File: src/rtl/sseg_scan_display.sv
// sseg_scan_display: double-buffered N-digit hex scanner for 7-seg displays; SSEG_DIM_EN adds brightness PWM
module sseg_scan_display #(
  parameter int N_DIGITS      = 4,
  parameter int PRESCALE_BITS = 16
) (
  input  logic                  i_clk,
  input  logic                  i_reset,
  input  logic [4*N_DIGITS-1:0] i_val,
  input  logic [N_DIGITS-1:0]   i_dp,
  input  logic                  i_load,
  input  logic                  i_lz_blank,
  input  logic [3:0]            i_bright,
  output logic [7:0]            o_sseg_n,
  output logic [N_DIGITS-1:0]   o_ldsel,
  output logic                  o_frame
);
  localparam int IW = N_DIGITS > 1 ? $clog2(N_DIGITS) : 1;
  localparam logic [IW-1:0] LAST = IW'(N_DIGITS - 1);
  logic [PRESCALE_BITS-1:0] presc;
  logic [IW-1:0] idx;
  logic [4*N_DIGITS-1:0] act_val, pend_val;
  logic [N_DIGITS-1:0] act_dp, pend_dp;
  logic pend;
  logic wrap, boundary, blank, on;
  logic [3:0] nib;
  logic [6:0] seg;
  assign wrap = &presc;
  assign boundary = wrap && idx == LAST;
  assign nib = 4'(act_val >> {idx, 2'b00});
  // a digit blanks when it and every digit above it hold zero
  assign blank = i_lz_blank && idx != '0 && (act_val >> {idx, 2'b00}) == '0;
`ifdef SSEG_DIM_EN
  assign on = presc != '0 && presc[PRESCALE_BITS-1 -: 4] <= i_bright;
`else
  logic unused_bright;
  assign unused_bright = ^i_bright;
  assign on = presc != '0;
`endif
  always_comb begin
    case (nib)
      4'h0: seg = 7'b1000000;
      4'h1: seg = 7'b1111001;
      4'h2: seg = 7'b0100100;
      4'h3: seg = 7'b0110000;
      4'h4: seg = 7'b0011001;
      4'h5: seg = 7'b0010010;
      4'h6: seg = 7'b0000010;
      4'h7: seg = 7'b1111000;
      4'h8: seg = 7'b0000000;
      4'h9: seg = 7'b0010000;
      4'hA: seg = 7'b0001000;
      4'hB: seg = 7'b0000011;
      4'hC: seg = 7'b1000110;
      4'hD: seg = 7'b0100001;
      4'hE: seg = 7'b0000110;
      default: seg = 7'b0001110;
    endcase
  end
  always_ff @(posedge i_clk) begin
    if (i_reset) begin
      presc    <= '0;
      idx      <= '0;
      act_val  <= '0;
      act_dp   <= '0;
      pend_val <= '0;
      pend_dp  <= '0;
      pend     <= 1'b0;
      o_sseg_n <= 8'hFF;
      o_ldsel  <= '1;
      o_frame  <= 1'b0;
    end else begin
      presc   <= presc + 1'b1;
      o_frame <= boundary;
      if (wrap) idx <= idx == LAST ? '0 : idx + 1'b1;
      // a load on the boundary itself bypasses the pending stage
      if (boundary && i_load) begin
        act_val <= i_val;
        act_dp  <= i_dp;
        pend    <= 1'b0;
      end else if (i_load) begin
        pend_val <= i_val;
        pend_dp  <= i_dp;
        pend     <= 1'b1;
      end else if (boundary && pend) begin
        act_val <= pend_val;
        act_dp  <= pend_dp;
        pend    <= 1'b0;
      end
      o_sseg_n <= blank ? 8'hFF : {~act_dp[idx], seg};
      o_ldsel  <= on ? ~(N_DIGITS'(1) << idx) : '1;
    end
  end
endmodule

File: config.mk
export PLATFORM = sky130hd
export DESIGN_NAME = sseg_scan_display
export DESIGN_NICKNAME = d
export VERILOG_FILES = /design/src/rtl/sseg_scan_display.sv
export SDC_FILE = /design/constraint.sdc
export NUM_CORES = 1
export LEC_CHECK = 0
export ABC_AREA = 0
export CORE_ASPECT_RATIO = 0.75
export CORE_UTILIZATION = 40
export DETAILED_ROUTE_END_ITERATION = 10
export SYNTH_ARGS = -nofsm -noshare
export SYNTH_HDL_FRONTEND = slang
export SYNTH_SLANG_ARGS = --single-unit
export TNS_END_PERCENT = 5
File: constraint.sdc
create_clock -name i_clk -period 4.4 [get_ports i_clk]
set_input_delay 0.66 -clock i_clk [delete_from_list [all_inputs] [get_ports i_clk]]
set_output_delay 0.66 -clock i_clk [all_outputs]
set_load 0.05 [all_outputs]
==> results.md, run 1 <==
- Status: finished, final reports clean
- Inserted Clock Buffers: 9
- Worst Tran Pin Value: 0.673 ns
- Hold Slack: 0.473 ns
- Final-layout fill cell count: 806
- Global route total overflow: 0
- Die area: 8770 um2
- Syn_area_per_cell: 9.00 um2
- Post-synthesis sequential area ratio: 42.9%
- Yosys warns: 0
- Vias in the first global route: 2416
- Share of layout cells above drive strength 1: 7.65%
- Setup TNS: 0 ns
- Clk buf depth: 2
- Drt wl/cell: 13.8 um
- IO buf count: 36
- Worst-Skew Late Latency: 0.34 ns
- Peak VDD IR: 0.197 mV
- Arrival time at the worst endpoint: 2.82 ns
- Initial Util: 41.8%
- Critical path's slowest cell: mux4_2
- FP Rows: 28
- DRT iter0 DRCs: 131
- Yosys top cell by area: dfxtp_1
- DRT antenna net count: 0
- Die Width: 108 um
- Final wirelength: 7050 um
- Via density: 5.22
- Crit path from: idx[0]
- CTS tree: done
- Post-Synthesis Cells: 373
- Top Ports: 41
- Initial antenna violation count: 0
- Hpwl dp: 4850 um
- Worst Path Required: 4.67 ns
- H-tree level count: 3
- Asr flop ratio synth: 0%
- Synth top area share: 42.9%
- CTS sink cnt: 72
- Drc violations: 0
- CP max FO: 8
- Class of the worst hold path: reg -> reg
- Multi-input gate area: 1760 um2
- Diode count: 0
- Crit-path cells: mux4_2 -> inv_1 -> ha_1 -> nand3_1 -> a2111oi_0 -> nor2_1 -> o211ai_1
- Max-cap violations: 0
- Distinct cells, synth: 45
- Setup Viol. Count Final: 0
- Worst setup SP type: register
- Post-CTS Setup Inserts: 0
- Final GP Congestion: 0.794
- Area growth syn-to-layout: 17.4%
- Pwr Density: 319 nW/um2
- Hold violation total from the final report: 0
- Ys flop type: dfxtp_1
- Crit. End Element: register
- CTS root buf: clkbuf_8
- Reg clk slew, reported paths: 0.07 ns
- Area occupied by registers: 1440 um2
- Reg2reg start: idx[0]
- Setup CP Type: reg -> reg
- Hold_buf cts: 0
- Final Max Slew Viols: 0
- P_leak: 1.50 nW
- RSZ-0062 raised after global routing: no
- Final Cycle Share: 58.1%
- Area contributors post-synth: dfxtp_1 (43%), mux2i_1 (8.6%), nor2_1 (6.5%), nand2_1 (4.7%), ha_1 (4.1%)
- Iteration count of the initial detailed-routing pass: 5
- Min-Delay Startpoint: presc[0]
- PostCTS Resize Cnt: 0
- Skew final: 0.00965 ns
- Minimum clock period: 2.56 ns
- Vias: 2661
- Number of synthesized flops with an enable pin: 0
- All-Layer GR Usage: 17.8%
- Fmax: 0.391 GHz
- Largest net degree at the start of global routing: 39
- Crit path buf inv count: 1
- Layout Nets: 441
- Largest stage delay on the critical path: 0.62 ns
- First-pass GRT wire length: 11900 um
- Max_slew headroom: 54.8%
- Critical path's top delay family: multiplexers
- Synthesized area: 3360 um2
- Syn_nets: 412
- Die height: 81.3 um
- #FFs+latches synth: 72
- Core Box Area: 8020 um2
[Yosys cell counts, types with 3 or more instances]
cell and number:
o211ai_1 5, mux4_2 3, mux2i_1 29, xor2_1 9, buf_2 4, inv_1 10, clkbuf_1 14, ha_1 11
nor4_1 5, nand4_1 3, buf_4 3, a22oi_1 18, nand3_1 8, dfxtp_1 72, nor3_1 7, a22o_1 5
xnor2_1 6, nand2_1 42, o21ai_0 17, nand3b_1 3, a21oi_1 6, and3_1 5, nor2_1 58
[flip-flops by register name, indices dropped and copies added (netlist names)]
register  flops
pend_val     16
o_frame       1
presc        16
pend          1
act_dp        4
pend_dp       4
idx           2
o_sseg_n      8
o_ldsel       4
act_val      16
[layer usage]
layer	vias to the layer above	part of all wire (%)	track usage, %	wire length [um]
li1	1361	-	-	-
met1	1236	52	25.0	3670
met2	54	42	25.8	2930
met3	10	5.3	6.10	376
met4	0	0.92	4.66	65
met5	-	0	0	0
[worst paths after layout]
path	to	cells past startpoint	slack, ns
hold reg to reg	presc[0]	1	0.47
hold / removal	presc[0]	1	0.47
setup / recovery	o_sseg_n[4]	7	1.84
setup reg to reg	o_sseg_n[4]	7	1.84
[per-stage QoR]
stage / setup WS [ns] / std cells / utilization (%) / total power [W] / area, um2
floorplan: 2.12 / 373 / - / 0.000761 / 3360
global placement: 1.90 / 496 / 47.0 / 0.000805 / 3770
detailed placement: 1.88 / 496 / 47.0 / 0.000807 / 3770
CTS: 1.87 / 510 / 49.1 / 0.00128 / 3940
global route: 1.47 / 510 / 49.1 / 0.00132 / 3940
finish: 1.84 / 510 / 49.1 / 0.00126 / 3940
[report_power, final]
| part | internal, W | switching (W) | total (W) |
|---|---|---|---|
| combinational | 0.0000500 | 0.0000598 | 0.000110 |
| sequential | 0.000670 | 0.0000115 | 0.000681 |
| clock | 0.000245 | 0.000221 | 0.000466 |
[logic make-up after synthesis]
logic type / after synthesis / share of synthesized area (%)
and+or+nand+nor: 144 / 19.9
DFF: 72 / 42.9
AOI/OAI and AO/OA: 64 / 13.2
muxes: 34 / 11.3
buffers and inverters: 33 / 4.62
xor gates and xnor gates: 15 / 3.91
adders and majority gates: 11 / 4.10
[cell type report]
type,count,area share [%]
clock buffer,14,4.38
inverter,10,0.953
multi-input combinational,268,44.8
sequential,72,36.6
tap,105,3.33
timing repair buffer,41,9.97
[placed cells by master (no fill, tap or decap), types with 5 or more instances in the layout]
| cell | count |
|---|---|
| clkbuf_8 | 12 |
| o21ai_0 | 17 |
| nor4_1 | 5 |
| o211ai_1 | 5 |
| nor3_1 | 7 |
| a21oi_1 | 6 |
| ha_1 | 11 |
| a22o_1 | 5 |
| xor2_1 | 9 |
| xnor2_1 | 6 |
| a22oi_1 | 18 |
| mux2i_1 | 29 |
| inv_1 | 10 |
| nand2_1 | 42 |
| and3_1 | 5 |
| nor2_1 | 58 |
| buf_4 | 5 |
| clkdlybuf4s50_1 | 35 |
| nand3_1 | 8 |
| dfxtp_1 | 72 |
Note: power is estimated with default switching activity, not from simulation.
==> run 2: changes to the inputs <==
clock period = 2.05 ns   (was 4.4 ns; I/O delays follow)
==> run 2 against run 1 <==
- combinational power grew 130%
- critical path depth is the same
- cell area grew 4.7%
- routed wire length grew 3.3%
- sequential power grew 110%
- largest power group unchanged
- sequential cell count is the same
==> results.md, run 2 (same netlist as run 1, synthesis figures left out) <==
- Met2 Track Usage GR: 26.7% (was 25.8%)
- Final GP Congestion: 0.781 (was 0.794)
- Vias in the first global route: 2485 (was 2416)
- Min-Delay Startpoint: i_reset (was presc[0])
- RSZ-0062 raised after global routing: yes (was no)
- Max-cap violations: 0 (unchanged)
- Worst Path Required: 2.32 ns (was 4.67 ns)
- Inserted Clock Buffers: 9 (unchanged)
- IO buf count: 36 (unchanged)
- Grt met1 use: 25.9% (was 25.0%)
- Largest stage delay on the critical path: 0.55 ns (was 0.62 ns)
- Via density: 5.15 (was 5.22)
- Diode count: 0 (unchanged)
- Crit-path cells: mux4_2 -> inv_1 -> ha_2 -> nand3_1 -> a2111oi_2 -> nor2_2 -> o211ai_1 (was mux4_2 -> inv_1 -> ha_1 -> nand3_1 -> a2111oi_0 -> nor2_1 -> o211ai_1)
- FF-to-FF End: o_sseg_n[3] (was o_sseg_n[4])
- Final Max Slew Viols: 0 (unchanged)
- Commonest cells after routing, fill and taps aside: dfxtp_1 (70), nor2_1 (57), nand2_1 (42), clkdlybuf4s50_1 (35), mux2i_1 (29) (was dfxtp_1 (72), nor2_1 (58), nand2_1 (42), clkdlybuf4s50_1 (35), mux2i_1 (29))
- Layout Nets: 453 (was 441)
- Share of layout cells above drive strength 1: 11.9% (was 7.65%)
- Largest net degree at the start of global routing: 45 (was 39)
- Final Cycle Share: 96.1% (was 58.1%)
- Drc violations: 0 (unchanged)
- Initial antenna violation count: 0 (unchanged)
- Crit path buf inv count: 1 (unchanged)
- All-Layer GR Usage: 18.4% (was 17.8%)
- Setup Viol. Count Final: 0 (unchanged)
- CTS root buf: clkbuf_8 (unchanged)
- Hold Slack: 0.358 ns (was 0.473 ns)
- Setup slack, reg-to-reg: 0.08 ns (was 1.84 ns)
- Class of the worst hold path: in -> reg (was reg -> reg)
- Peak VDD IR: 0.400 mV (was 0.197 mV)
- Grt met3 use: 5.94% (was 6.10%)
- Final setup margin: 0.0806 ns (was 1.84 ns)
- Setup CP Type: reg -> reg (unchanged)
- First-pass GRT wire length: 12300 um (was 11900 um)
- Final wirelength: 7280 um (was 7050 um)
- Core Box Area: 8020 um2 (unchanged)
- Final core utilization: 51.4% (was 49.1%)
- CP max FO: 8 (unchanged)
- Pre-CTS setup slack: 0.0762 ns (was 1.88 ns)
- DRT antenna net count: 0 (unchanged)
- Hold Path Sink: presc[11] (was presc[0])
- FP Rows: 28 (unchanged)
- Die area: 8770 um2 (unchanged)
- Most common cell after layout, fill and taps aside: dfxtp_1 (unchanged)
- Initial Util: 41.8% (unchanged)
- Setup TNS: 0 ns (unchanged)
- Area growth syn-to-layout: 22.9% (was 17.4%)
- Final-layout fill cell count: 762 (was 806)
- Skew final: 0.0116 ns (was 0.00965 ns)
- Worst Tran Pin Value: 0.491 ns (was 0.673 ns)
- Hold path depth: 2 (was 1)
- Vias: 2701 (was 2661)
- FF-to-FF path depth: 7 (unchanged)
- CTS tree: done (unchanged)
- Arrival time at the worst endpoint: 2.24 ns (was 2.82 ns)
- Drt wl/cell: 13.9 um (was 13.8 um)
- Pwr Density: 718 nW/um2 (was 319 nW/um2)
- Max_slew headroom: 67.2% (was 54.8%)
- Worst-Skew Late Latency: 0.35 ns (was 0.34 ns)
- DRT iter0 DRCs: 129 (was 131)
- Global route total overflow: 0 (unchanged)
- CTS sink cnt: 72 (unchanged)
- P_leak: 1.60 nW (was 1.50 nW)
- Largest regs: act_val (16), pend_val (16), presc (16) (unchanged)
- Worst setup SP type: register (unchanged)
- Iteration count of the initial detailed-routing pass: 4 (was 5)
- Critical path's slowest cell: mux4_2 (unchanged)
- Reg clk slew, reported paths: 0.07 ns (about the same)
- Tot Pwr: 0.00296 W (was 0.00126 W)
- Crit. End Element: register (unchanged)
- Fmax: 0.508 GHz (was 0.391 GHz)
- Reg2reg start: idx[0] (unchanged)
- Top Ports: 41 (unchanged)
- H-tree level count: 3 (unchanged)
- Clk buf depth: 2 (unchanged)
- Die Width: 108 um (unchanged)
- Die height: 81.3 um (unchanged)
- Hold violation total from the final report: 0 (unchanged)
- Most Crowded Layer GR: met2 (unchanged)
- Hpwl dp: 5090 um (was 4850 um)
- Minimum clock period: 1.97 ns (was 2.56 ns)
- Status: finished, final reports clean (unchanged)
- Critical path's top delay family: multiplexers (unchanged)
run 2: final cells by class:
cell class                      instances  area (um2)  share of cell area [%]
Inverter                               10        37.5                   0.910
Clock inverter                          1        30.0                   0.728
Tap cell                              105         131                    3.18
Multi-Input combinational cell        268        1780                    43.0
Timing Repair Buffer                   53         508                    12.3
Sequential cell                        72        1450                    35.1
Clock buffer                           15         198                    4.79
run 2: how the worst max path moves through the flow:
stage,startpoint,endpoint,slack [ns],cells after the start
4_1_cts,idx[0],o_sseg_n[3],0.05,7
2_1_floorplan,idx[0],o_sseg_n[3],0.07,8
3_3_place_gp,idx[0],o_sseg_n[2],0.13,7
6_report,idx[0],o_sseg_n[3],0.08,7
3_5_place_dp,idx[0],o_sseg_n[3],0.08,7
5_1_grt,idx[0],o_sseg_n[3],-0.02,7
run 2: what timing repair did:
item | 4_1_cts | 5_1_grt
setup buffers | 0 | 1
hold buffers | 0 | 0
setup endpoints to repair | 0 | 7
resized for setup | 0 | 1
hold endpoints to repair | 0 | 0
run 2: per-stage QoR:
| stage | area, um2 | instances |
|---|---|---|
| after floorplan | 3380 | 373 |
| after global placement | 3890 | 507 |
| after detailed placement | 3890 | 507 |
| after CTS | 4120 | 523 |
| after global routing | 4130 | 524 |
| final | 4130 | 524 |
run 2: report_power, final:
group          internal [W]  total (W)  switching [W]
combinational      0.000115   0.000253       0.000138
clock              0.000738    0.00126       0.000518
sequential          0.00143    0.00145      0.0000186
run 2: metal layers:
layer / vias to the layer above / routed length, um
met2: 59 / 2980
met1: 1246 / 3930
met3: 6 / 308
met4: 0 / 60
met5: - / 0
li1: 1390 / -
==> run 3: changes to the inputs <==
RECOVER_POWER = 100   (was default)
==> run 3 against run 2 <==
- routed wire length is 0.37% higher
- cell count unchanged
- hold slack about the same
- via count is 0.19% lower
- sequential cell count stayed put
- total power down 0.17%
- fmax about the same
==> results.md, run 3 (same netlist as run 1, synthesis figures left out) <==
- Hold violation total from the final report: 0 (unchanged)
- Class of the worst hold path: in -> reg (unchanged)
- Global route total overflow: 0 (unchanged)
- Initial Util: 41.8% (unchanged)
- Crit path from: idx[0] (unchanged)
- Largest regs: act_val (16), pend_val (16), presc (16) (unchanged)
- Arrival time at the worst endpoint: 2.24 ns (about the same)
- Peak VDD IR: 0.401 mV (was 0.400 mV)
- Final wirelength: 7310 um (was 7280 um)
- H-tree level count: 3 (unchanged)
- Hold Slack: 0.358 ns (about the same)
- Pwr Density: 722 nW/um2 (was 718 nW/um2)
- Layout Nets: 453 (unchanged)
- Max_slew headroom: 66.7% (was 67.2%)
- Comb pwr share: 8.4% (was 8.6%)
- Reg2reg start: idx[0] (unchanged)
- CTS root buf: clkbuf_8 (unchanged)
- Initial antenna violation count: 0 (unchanged)
- P_leak: 1.57 nW (was 1.60 nW)
- Vias in the first global route: 2485 (unchanged)
- Die area: 8770 um2 (unchanged)
- Core Box Area: 8020 um2 (unchanged)
- Top Ports: 41 (unchanged)
- Setup CP Type: reg -> reg (unchanged)
- Sw Pwr: 0.000675 W (about the same)
- Skew final: 0.0122 ns (was 0.0116 ns)
- Worst Tran Pin Value: 0.498 ns (was 0.491 ns)
- DRT antenna net count: 0 (unchanged)
- Worst-Skew Late Latency: 0.35 ns (about the same)
- Commonest cells after routing, fill and taps aside: dfxtp_1 (70), nor2_1 (57), nand2_1 (42), mux2i_1 (29), clkdlybuf4s50_1 (22) (was dfxtp_1 (70), nor2_1 (57), nand2_1 (42), clkdlybuf4s50_1 (35), mux2i_1 (29))
- Crit. End Element: register (unchanged)
- Status: finished, final reports clean (unchanged)
- Internal: 0.00228 W (was 0.00229 W)
- Sw frac: 22.8% (about the same)
- First-pass GRT wire length: 12300 um (unchanged)
- Diode count: 0 (unchanged)
- CTS tree: done (unchanged)
- Hpwl dp: 5090 um (unchanged)
- Area growth syn-to-layout: 22.0% (was 22.9%)
- Final setup margin: 0.0793 ns (was 0.0806 ns)
- Share of layout cells above drive strength 1: 10.7% (was 11.9%)
- DRT iter0 DRCs: 123 (was 129)
- Reg clk slew, reported paths: 0.07 ns (about the same)
- Clk buf depth: 2 (unchanged)
- Minimum clock period: 1.97 ns (about the same)
- Most common cell after layout, fill and taps aside: dfxtp_1 (unchanged)
- Inserted Clock Buffers: 9 (unchanged)
- CTS sink cnt: 72 (unchanged)
- RSZ-0062 raised after global routing: yes (unchanged)
- Placed Area: 3890 um2 (unchanged)
- Worst Path Required: 2.32 ns (about the same)
- Drc violations: 0 (unchanged)
- Vias: 2696 (was 2701)
- Min-Delay Startpoint: i_reset (unchanged)
- Drt wl/cell: 13.9 um (about the same)
- Via density: 5.15 (about the same)
- Clock power frac: 42.5% (was 42.4%)
- IO buf count: 36 (unchanged)
- Final Max Slew Viols: 0 (unchanged)
- Worst setup SP type: register (unchanged)
- Hold_buf cts: 0 (unchanged)
- All-Layer GR Usage: 18.4% (unchanged)
- Final-layout fill cell count: 772 (was 762)
- Final Cycle Share: 96.1% (about the same)
- Fin area: 4090 um2 (was 4130 um2)
- CP max FO: 8 (unchanged)
- Pre-CTS setup slack: 0.0762 ns (unchanged)
- Iteration count of the initial detailed-routing pass: 4 (unchanged)
- Die height: 81.3 um (unchanged)
- Setup Viol. Count Final: 0 (unchanged)
- FP Rows: 28 (unchanged)
- Die Width: 108 um (unchanged)
- Final core utilization: 51.0% (was 51.4%)
- Fmax: 0.507 GHz (was 0.508 GHz)
- Max-cap violations: 0 (unchanged)
- Reg power frac: 49.1% (about the same)
- Setup TNS: 0 ns (unchanged)
- Largest net degree at the start of global routing: 45 (unchanged)
- Final GP Congestion: 0.781 (unchanged)
run 3: changes by cell type in the layout (fill, tap and decap cells not counted), moves of 2 or more:
cell	before	now
dlygate4sd3_1	0	13
a221oi_2	2	0
clkdlybuf4s50_1	35	22
buf_4	15	12
clkbuf_1	2	5
a221oi_1	0	2
run 3: worst max-delay path, stage by stage (launching register included):
cell and delay [ns]:
dfxtp_4 0.37, mux4_2 0.55, inv_1 0.10, ha_2 0.23, nand3_1 0.11, a2111oi_2 0.25
nor2_2 0.15, o211ai_1 0.12
run 3: area by class of cell:
cell class,count,area [um2],share of cell area [%]
clock inverters,1,30.0,0.733
well taps,105,131,3.21
clock buffers,15,198,4.83
repair buffers,53,488,11.9
inverters,10,37.5,0.917
multi-input cells,268,1760,43.1
flip-flops and latches,72,1450,35.3
run 3: what timing repair did:
action | CTS | global route
endpoints found under the setup margin | 0 | 7
setup buffers | 0 | 1
hold endpoints to repair | 0 | 0
gates resized for setup | 0 | 1
run 3: layer usage:
metal,global-route usage [%],wire [um],up-vias
met2,26.7,2990,49
met5,0,0,-
met4,5.34,79,0
li1,-,-,1392
met1,25.9,3950,1247
met3,5.94,289,8
run 3: per-stage QoR:
stage	std cells	total power, W
final	524	0.00296
after global routing	524	0.00309
after CTS	523	0.00300
after detailed placement	507	0.00174
after global placement	507	0.00174
after floorplan	373	0.00163
run 3: power by group through the flow:
stage / Clock (W) / Sequential (W) / Combinational [W]
finish: 0.00126 / 0.00145 / 0.000247
global route: 0.00136 / 0.00146 / 0.000273
CTS: 0.00129 / 0.00145 / 0.000255
detailed placement: 0 / 0.00149 / 0.000254
global placement: 0 / 0.00148 / 0.000252
floorplan: 0 / 0.00151 / 0.000118
run 3: path summary, 6_finish.rpt:
path,to,slack (ns),depth (start not counted)
setup reg to reg,o_sseg_n[3],0.08,7
setup / recovery,o_sseg_n[3],0.08,7
hold / removal,presc[11],0.36,2
hold reg to reg,presc[0],0.48,1
